`config.mk`:
```
export PLATFORM = sky130hd
export DESIGN_NAME = arilla_bus_arbiter
export DESIGN_NICKNAME = d
export VERILOG_FILES = /design/src/rtl/arilla_bus_arbiter.sv
export SDC_FILE = /design/constraint.sdc
export NUM_CORES = 1
export LEC_CHECK = 0
export ABC_AREA = 0
export CELL_PAD_IN_SITES_DETAIL_PLACEMENT = 1
export CELL_PAD_IN_SITES_GLOBAL_PLACEMENT = 1
export CORE_MARGIN = 3
export CORE_UTILIZATION = 23
export CTS_CLUSTER_DIAMETER = 100
export DETAILED_ROUTE_END_ITERATION = 7
export PLACE_DENSITY_LB_ADDON = 0.05
export SYNTH_ARGS = -nofsm -noshare
export SYNTH_HDL_FRONTEND = slang
export SYNTH_SLANG_ARGS = --single-unit
```
`constraint.sdc`:
```
create_clock -name clk -period 2.05 [get_ports clk]
set_input_delay 0.205 -clock clk [delete_from_list [all_inputs] [get_ports clk]]
set_output_delay 0.205 -clock clk [all_outputs]
set_load 0.01 [all_outputs]
```
`src/rtl/arilla_bus_arbiter.sv`:
```
`default_nettype none
// ============================================================================
// arilla_bus_arbiter -- two-master / one-slave memory-port arbiter with a
// registered hold buffer. Optional watchdog: ARILLA_ARB_TIMEOUT_EN. Rev 1.0
// ============================================================================
module arilla_bus_arbiter #(
  parameter int DATA_WIDTH     = 32,
  parameter int ADDR_WIDTH     = 32,
  parameter int BYTE_SIZE      = 8,
  parameter bit ROUND_ROBIN    = 1'b0,
  parameter int TIMEOUT_CYCLES = 255
) (
  input  logic                             clk,
  input  logic                             rst,
  input  logic                             i_m0_req,
  input  logic                             i_m0_we,
  input  logic [ADDR_WIDTH-1:0]            i_m0_addr,
  input  logic [DATA_WIDTH-1:0]            i_m0_wdata,
  input  logic [DATA_WIDTH/BYTE_SIZE-1:0]  i_m0_be,
  output logic [DATA_WIDTH-1:0]            o_m0_rdata,
  output logic                             o_m0_ack,
  output logic                             o_m0_err,
  input  logic                             i_m1_req,
  input  logic                             i_m1_we,
  input  logic [ADDR_WIDTH-1:0]            i_m1_addr,
  input  logic [DATA_WIDTH-1:0]            i_m1_wdata,
  input  logic [DATA_WIDTH/BYTE_SIZE-1:0]  i_m1_be,
  output logic [DATA_WIDTH-1:0]            o_m1_rdata,
  output logic                             o_m1_ack,
  output logic                             o_m1_err,
  output logic                             o_s_req,
  output logic                             o_s_we,
  output logic [ADDR_WIDTH-1:0]            o_s_addr,
  output logic [DATA_WIDTH-1:0]            o_s_wdata,
  output logic [DATA_WIDTH/BYTE_SIZE-1:0]  o_s_be,
  input  logic [DATA_WIDTH-1:0]            i_s_rdata,
  input  logic                             i_s_ack,
  output logic                             o_busy,
  output logic                             o_owner
);

  localparam int c_BE_W = DATA_WIDTH / BYTE_SIZE;

  if ((c_BE_W * BYTE_SIZE != DATA_WIDTH) || (TIMEOUT_CYCLES < 1)) begin : g_bad_cfg
    $error("arilla_bus_arbiter: inconsistent parameters");
  end

  typedef enum logic [0:0] {
    ST_IDLE = 1'b0,
    ST_BUSY = 1'b1
  } state_t;

  state_t                  r_state;
  state_t                  w_state_nxt;
  logic                    r_owner;
  logic                    r_rr_next;
  logic                    r_we;
  logic [ADDR_WIDTH-1:0]   r_addr;
  logic [DATA_WIDTH-1:0]   r_wdata;
  logic [c_BE_W-1:0]       r_be;

  logic                    w_any;
  logic                    w_grant;
  logic                    w_winner;
  logic                    w_sack;
  logic                    w_timeout;
  logic                    w_done;
  logic                    w_m0_ack;
  logic                    w_m1_ack;
  logic                    w_m0_err;
  logic                    w_m1_err;
  logic [DATA_WIDTH-1:0]   w_m0_rdata;
  logic [DATA_WIDTH-1:0]   w_m1_rdata;

  assign w_any   = i_m0_req | i_m1_req;
  assign w_grant = (r_state == ST_IDLE) & w_any;
  assign w_sack  = (r_state == ST_BUSY) & i_s_ack;
  assign w_done  = w_sack | w_timeout;

  // r_rr_next names the master preferred on the next tie.
  always_comb begin
    if (i_m0_req & i_m1_req) begin
      w_winner = ROUND_ROBIN ? r_rr_next : 1'b1;
    end else begin
      w_winner = i_m1_req;
    end
  end

`ifdef ARILLA_ARB_TIMEOUT_EN
  localparam int c_CNT_RAW = $clog2(TIMEOUT_CYCLES + 1);
  localparam int c_CNT_W   = (c_CNT_RAW < 8) ? 8 : ((c_CNT_RAW > 32) ? 32 : c_CNT_RAW);
  localparam logic [c_CNT_W-1:0] c_CNT_LAST = c_CNT_W'(TIMEOUT_CYCLES - 1);
  localparam logic [c_CNT_W-1:0] c_CNT_ONE  = 1;

  logic [c_CNT_W-1:0] r_cnt;

  always_ff @(posedge clk) begin
    if (rst || w_grant) begin
      r_cnt <= '0;
    end else if (r_state == ST_BUSY) begin
      r_cnt <= r_cnt + c_CNT_ONE;
    end
  end

  // A coincident s_ack takes precedence over the watchdog.
  assign w_timeout = (r_state == ST_BUSY) & ~i_s_ack & (r_cnt == c_CNT_LAST);
`else
  assign w_timeout = 1'b0;
`endif

  always_ff @(posedge clk) begin
    if (rst) begin
      r_state <= ST_IDLE;
    end else begin
      r_state <= w_state_nxt;
    end
  end

  always_comb begin
    w_state_nxt = r_state;
    w_m0_ack    = 1'b0;
    w_m1_ack    = 1'b0;
    w_m0_err    = 1'b0;
    w_m1_err    = 1'b0;
    w_m0_rdata  = '0;
    w_m1_rdata  = '0;
    case (r_state)
      ST_IDLE: begin
        if (w_any) w_state_nxt = ST_BUSY;
      end
      ST_BUSY: begin
        if (w_done) w_state_nxt = ST_IDLE;
        w_m0_ack = w_done & ~r_owner;
        w_m1_ack = w_done & r_owner;
        w_m0_err = w_timeout & ~r_owner;
        w_m1_err = w_timeout & r_owner;
        if (i_s_ack & ~r_owner) w_m0_rdata = i_s_rdata;
        if (i_s_ack & r_owner)  w_m1_rdata = i_s_rdata;
      end
      default: w_state_nxt = ST_IDLE;
    endcase
  end

  always_ff @(posedge clk) begin
    if (rst) begin
      r_owner   <= 1'b0;
      r_rr_next <= 1'b0;
      r_we      <= 1'b0;
      r_addr    <= '0;
      r_wdata   <= '0;
      r_be      <= '0;
    end else if (w_grant) begin
      r_owner   <= w_winner;
      r_rr_next <= ~w_winner;
      r_we      <= w_winner ? i_m1_we    : i_m0_we;
      r_addr    <= w_winner ? i_m1_addr  : i_m0_addr;
      r_wdata   <= w_winner ? i_m1_wdata : i_m0_wdata;
      r_be      <= w_winner ? i_m1_be    : i_m0_be;
    end
  end

  assign o_s_req    = (r_state == ST_BUSY);
  assign o_busy     = (r_state == ST_BUSY);
  assign o_owner    = r_owner;
  assign o_s_we     = r_we;
  assign o_s_addr   = r_addr;
  assign o_s_wdata  = r_wdata;
  assign o_s_be     = r_be;
  assign o_m0_ack   = w_m0_ack;
  assign o_m1_ack   = w_m1_ack;
  assign o_m0_err   = w_m0_err;
  assign o_m1_err   = w_m1_err;
  assign o_m0_rdata = w_m0_rdata;
  assign o_m1_rdata = w_m1_rdata;

endmodule
`default_nettype wire

```
Yosys cells after proc, flatten, opt, wreduce, memory -nomap -nowiden
Index checks and enable logic that the tools add are counted.
{ "classes": {"mux": 14, "n_bitwise": 10} }
{ "ops": {"columns": ["operator", "n"], "rows": [
  ["2-to-1 mux 32 bit", 6],
  ["AND 1 bit", 7],
  ["2-to-1 mux 1 bit", 6],
  ["2-to-1 mux 4 bit", 1],
  ["inverter 1 bit", 2],
  ["case mux 1 bit (2 select lines)", 1],
  ["bitwise OR 1 bit", 1]
]} }
{ "totals": {"register_bits": 71, "input_bits": 175, "output_inout_bits": 140} }

Logic depth before layout (Yosys ltp)
{ "logic_depth": {"word_depth": 4, "ltp_mapped": 7} }

Worst setup path after synthesis
Ideal clock, no wire load.
{ "synth_path": {"path_kind": "reg2out", "start": "reg r_state (netlist: o_busy)", "end": "out o_m0_rdata[22]", "t_arrival_ns": 1.215, "t_required_ns": 1.845, "setup_slack_ns": 0.630, "path_stages_with_launch": 5, "n_path_buf": 1, "cell_sequence": "dfxtp_1 -> nand2_1 -> nor2_1 -> clkbuf_1 -> and2_1"} }
{ "synth_via": {"elab_chain_cells": 1} }
{ "synth_rtl": {"columns": ["element", "line_no", "text"], "rows": [
  ["from (decl)", "53", "state_t r_state;"],
  ["from (signal assigned)", "115", "r_state <= w_state_nxt;"],
  ["2-to-1 mux 32 bit", "127", "case (r_state)"],
  ["to (decl)", "20", "output logic [DATA_WIDTH-1:0] o_m0_rdata,"]
]} }
Every way passes these cells.

Worst setup path after layout
{ "layout_path": {"start": "in i_s_ack", "end": "out o_m0_rdata[13]"} }
{ "layout_via": {"elab_chain_cells": 3} }
{ "layout_rtl": {"columns": ["element", "line_no", "text"], "rows": [
  ["from (decl)", "37", "input logic i_s_ack,"],
  ["AND 1 bit", "137", "if (i_s_ack & ~r_owner) w_m0_rdata = i_s_rdata;"],
  ["2-to-1 mux 32 bit", "137", null],
  ["2-to-1 mux 32 bit", "127", null]
]} }
Every way passes these cells.

==> results.md <==
| Metric | This run |
|---|---|
| Post-place instance area | 6750 um^2 |
| Post-synthesis mux area share | 0.201 |
| Net count of the finished layout | 796 |
| Combinational family with the most area after synthesis | compound AO/OA/AOI/OAI gates |
| Xor/xnor cell area share of the yosys netlist | 0 |
| Number of violations reported at the end of detailed-routing iteration 0 | 83 |
| Die outline area | 16400 um^2 |
| Worst setup EP type | output port |
| DRC | 0 |
| Reported net switching power | 1.07 mW |
| Final instance area | 7140 um^2 |
| Slew Viols, Final | 0 |
| Ports placed on the boundary | 315 |
| Simple-Gate Fraction of Synth Area | 0.129 |
| Path type of the worst setup path | primary input to output port |
| Critical-path maximum fanout | 16 |
| Antenna violation net count after detailed routing | 0 |
| Fraction of power spent switching nets | 0.251 |
| Hold depth | 3 |
| FF+latch count, synth | 71 |
| Syn Inst Count | 318 |
| Fraction of the mapped netlist area in compound gates | 0.202 |
| CP Launch Type | primary input |
| Detailed-route vias per instance | 4.46 |
| Total power draw | 4.25 mW |
| Synth-to-Final Area Change | 108% |
| Source-to-sink clock delay at the later pin of the worst-skew pair | 0.33 ns |
| First-pass iteration count of the detailed router | 4 |
| Minimum period implied by the final worst setup slack | 1.99 ns |
| H-tree depth | 3 |
| CTS Root Cell | clkbuf_16 |
| Placeable core region | 14600 um^2 |
| Standard-cell row count | 44 |
| Warnings from Yosys | 0 |
| Beginning of the worst hold path | i_m1_req |
| Register-to-Register Path Depth | 5 |
| Pleak | 3.11 nW |
| Share of the clock period used by the worst path after layout | 0.970 |
| Pwr per Cell Area | 595 nW/um^2 |
| Inserted Clock Buffers | 9 |
| Diodes inserted | 0 |
| IR Drop Worst-Case VDD | 318 uV |
| Sequential fraction of the synthesis area | 0.414 |
| Synth cell types | 20 |
| Reg2reg start | o_busy |
| Via count of the first global-routing pass | 3789 |
| First-pass GRT wire length | 21400 um |
| Classification of the worst-slack hold path | primary input to register |
| Mapped cell area | 3440 um^2 |
| Placed wire-length estimate after detailed placement | 11900 um |
| Vias after detailed routing | 3615 |
| Hold EP | o_s_addr[23] |
| Number of port buffers | 312 |
| Instance count after placement with tap cells included | 793 |
| Maximum clock skew at final layout | 0.00576 ns |
| Fraction of layout cells with a size suffix above 1 | 0.0703 |
| Final routed wire length divided by cell count | 18.3 um |
| Worst Path Required | 1.85 ns |
| WP data arrival | 1.78 ns |
| Max Fclk | 0.503 GHz |
| Status | completed |
| CTS Buffer Depth | 2 |
| Maximum number of pins on one net before global-route repair | 45 |
| Final Hold Viols | 0 |
| Starting density of the core | 0.236 |
| Initial antenna violation count | 0 |
| Relative contribution of sequential cells to total power | 0.369 |
| Fraction of power consumed by combinational cells | 0.263 |
| Number of setup buffers added after CTS | 0 |
| Post-synthesis average cell area | 10.8 um^2 |
| CTS clock-pin slew for the worst setup and hold paths | 0.06 ns |
| Horizontal die dimension | 128 um |
| Destination of the worst register-to-register timing path | o_s_wdata[10] |
| Cts-stage hold buffer count | 0 |
| CTS tree | built |
| GRT Util Overall | 0.168 |
| Adder-Cell Fraction of Synth Area | 0 |
| Number of maximum-capacitance constraint violations | 0 |
| Total clock sinks | 71 |
| Die H | 128 um |
| WL final | 14800 um |
| Gpl congestion | 0.758 |
| Reg-to-reg slack, setup | 0.69 ns |
| Internal power contribution | 3.18 mW |
| Remaining global-route overflow | 0 |
| RSZ-0062 raised after global routing | yes |
| Clock Power Share | 0.368 |
| Setup violators final | 0 |
| Final instance count without filler cells | 810 |
worst max path at each step:
stage / startpoint / endpoint / slack [ns] / cells past startpoint
final: i_s_ack / o_m0_rdata[13] / 0.06 / 6
after detailed placement: i_s_ack / o_m0_rdata[2] / 0.009 / 6
after global placement: i_s_ack / o_m0_rdata[16] / 0.05 / 6
after CTS: o_owner / o_m1_rdata[15] / 0.01 / 4
after global routing: o_busy / o_m0_rdata[13] / -0.007 / 5
after floorplan: o_busy / o_m0_rdata[22] / 0.63 / 4
timing repair:
item                       4_1_cts  5_1_grt
setup endpoints to repair       49       63
pin swaps                        0        0
gates resized for setup          2       25
cloned                           0        1
per-stage QoR:
| stage | setup slack (ns) | setup TNS, ns | util | hold WS (ns) |
|---|---|---|---|---|
| 6_report | 0.0613 | 0 | 0.490 | 0.431 |
| 5_1_grt | -0.00706 | -0.0503 | 0.490 | 0.452 |
| 4_1_cts | 0.0125 | 0 | 0.483 | 0.426 |
| 3_5_place_dp | 0.00936 | 0 | 0.463 | 0.446 |
| 3_3_place_gp | 0.0530 | 0 | 0.463 | 0.444 |
| 2_1_floorplan | 0.630 | 0 | - | 0.274 |
registers in the layout, indices dropped and copies added, names as in the netlist:
register,cells
o_busy,1
o_s_wdata,32
o_s_be,4
o_s_addr,32
o_owner,1
o_s_we,1
worst max-delay path: stages:
cell and delay [ns]:
clkdlybuf4s50_1 0.49, nand2_2 0.09, nor2_4 0.15, clkbuf_16 0.19
and2_1 0.12, clkdlybuf4s50_1 0.53
cell type report:
cell class / count / area, um^2
multi-input cells: 215 / 1850
flip-flops and latches: 71 / 1430
inverters: 1 / 3.75
clock buffers: 11 / 243
fillers: 1597 / 7450
clock inverters: 5 / 56.3
well taps: 184 / 230
repair buffers: 323 / 3340
kinds of logic (layout without fill, tap and decap cells):
| kind of cell | count (synthesis) | after routing |
|---|---|---|
| AOI/OAI and AO/OA | 73 | 73 |
| DFF | 71 | 71 |
| and+or+nand+nor | 71 | 71 |
| muxes | 69 | 69 |
| buffers and inverters | 33 | 340 |
| other | 1 | 2 |
cell usage in the layout, fill, tap and decap left out:
| cell type | netlist | routed |
|---|---|---|
| dfxtp_2 | 0 | 1 |
| nor2_1 | 2 | 1 |
| inv_6 | 0 | 1 |
| o2bb2ai_1 | 59 | 59 |
| dfxtp_1 | 71 | 69 |
| o31ai_1 | 1 | 1 |
| o21ba_2 | 1 | 1 |
| clkdlybuf4s50_1 | 0 | 290 |
| inv_1 | 1 | 1 |
| clkinv_2 | 0 | 2 |
| and3_1 | 1 | 1 |
| clkbuf_16 | 0 | 10 |
| o21ai_0 | 1 | 1 |
| clkbuf_8 | 0 | 1 |
| mux2i_1 | 69 | 69 |
| buf_12 | 0 | 5 |
| conb_1 | 1 | 2 |
| dlymetal6s2s_1 | 0 | 21 |
| clkinvlp_4 | 0 | 1 |
| nand2b_1 | 2 | 1 |
| dfxtp_4 | 0 | 1 |
| nor2_4 | 1 | 2 |
| clkbuf_1 | 6 | 1 |
| a21oi_1 | 1 | 1 |
| nand2b_2 | 0 | 1 |
| and2_1 | 64 | 64 |
| o2bb2ai_2 | 10 | 10 |
| bufinv_16 | 0 | 1 |
| buf_4 | 4 | 6 |
| nand2_2 | 0 | 1 |
layer usage:
layer  global-route usage  vias to the layer above  share of wire
met5                    0                        -              0
met4               0.0687                        0          0.026
met3               0.0533                       26          0.090
met2                0.305                      177           0.52
met1                0.178                     1651           0.36
li1                     -                     1761              -
power groups by stage:
stage                     logic (mW)  registers (mW)  clock network, mW
after floorplan                0.328            1.65                  0
after global placement          1.11            1.59                  0
after detailed placement        1.13            1.59                  0
after CTS                       1.13            1.57               1.63
after global routing            1.19            1.58               1.68
final                           1.12            1.56               1.56
synth_stat cells:
master	number	area, um^2
nand2b_1	2	12.5
nor2_1	2	7.51
nor2_4	1	11.3
buf_2	19	95.1
conb_1	1	3.75
dfxtp_1	71	1420
a21oi_1	1	5.00
mux2i_1	69	691
o31ai_1	1	7.51
o21ba_2	1	10.0
and3_1	1	6.26
o2bb2ai_2	10	150
buf_6	3	33.8
nand2_1	1	3.75
inv_1	1	3.75
o21ai_0	1	5.00
o2bb2ai_1	59	517
buf_4	4	30.0
clkbuf_1	6	22.5
and2_1	64	400
Note: power is estimated with default switching activity, not from simulation.
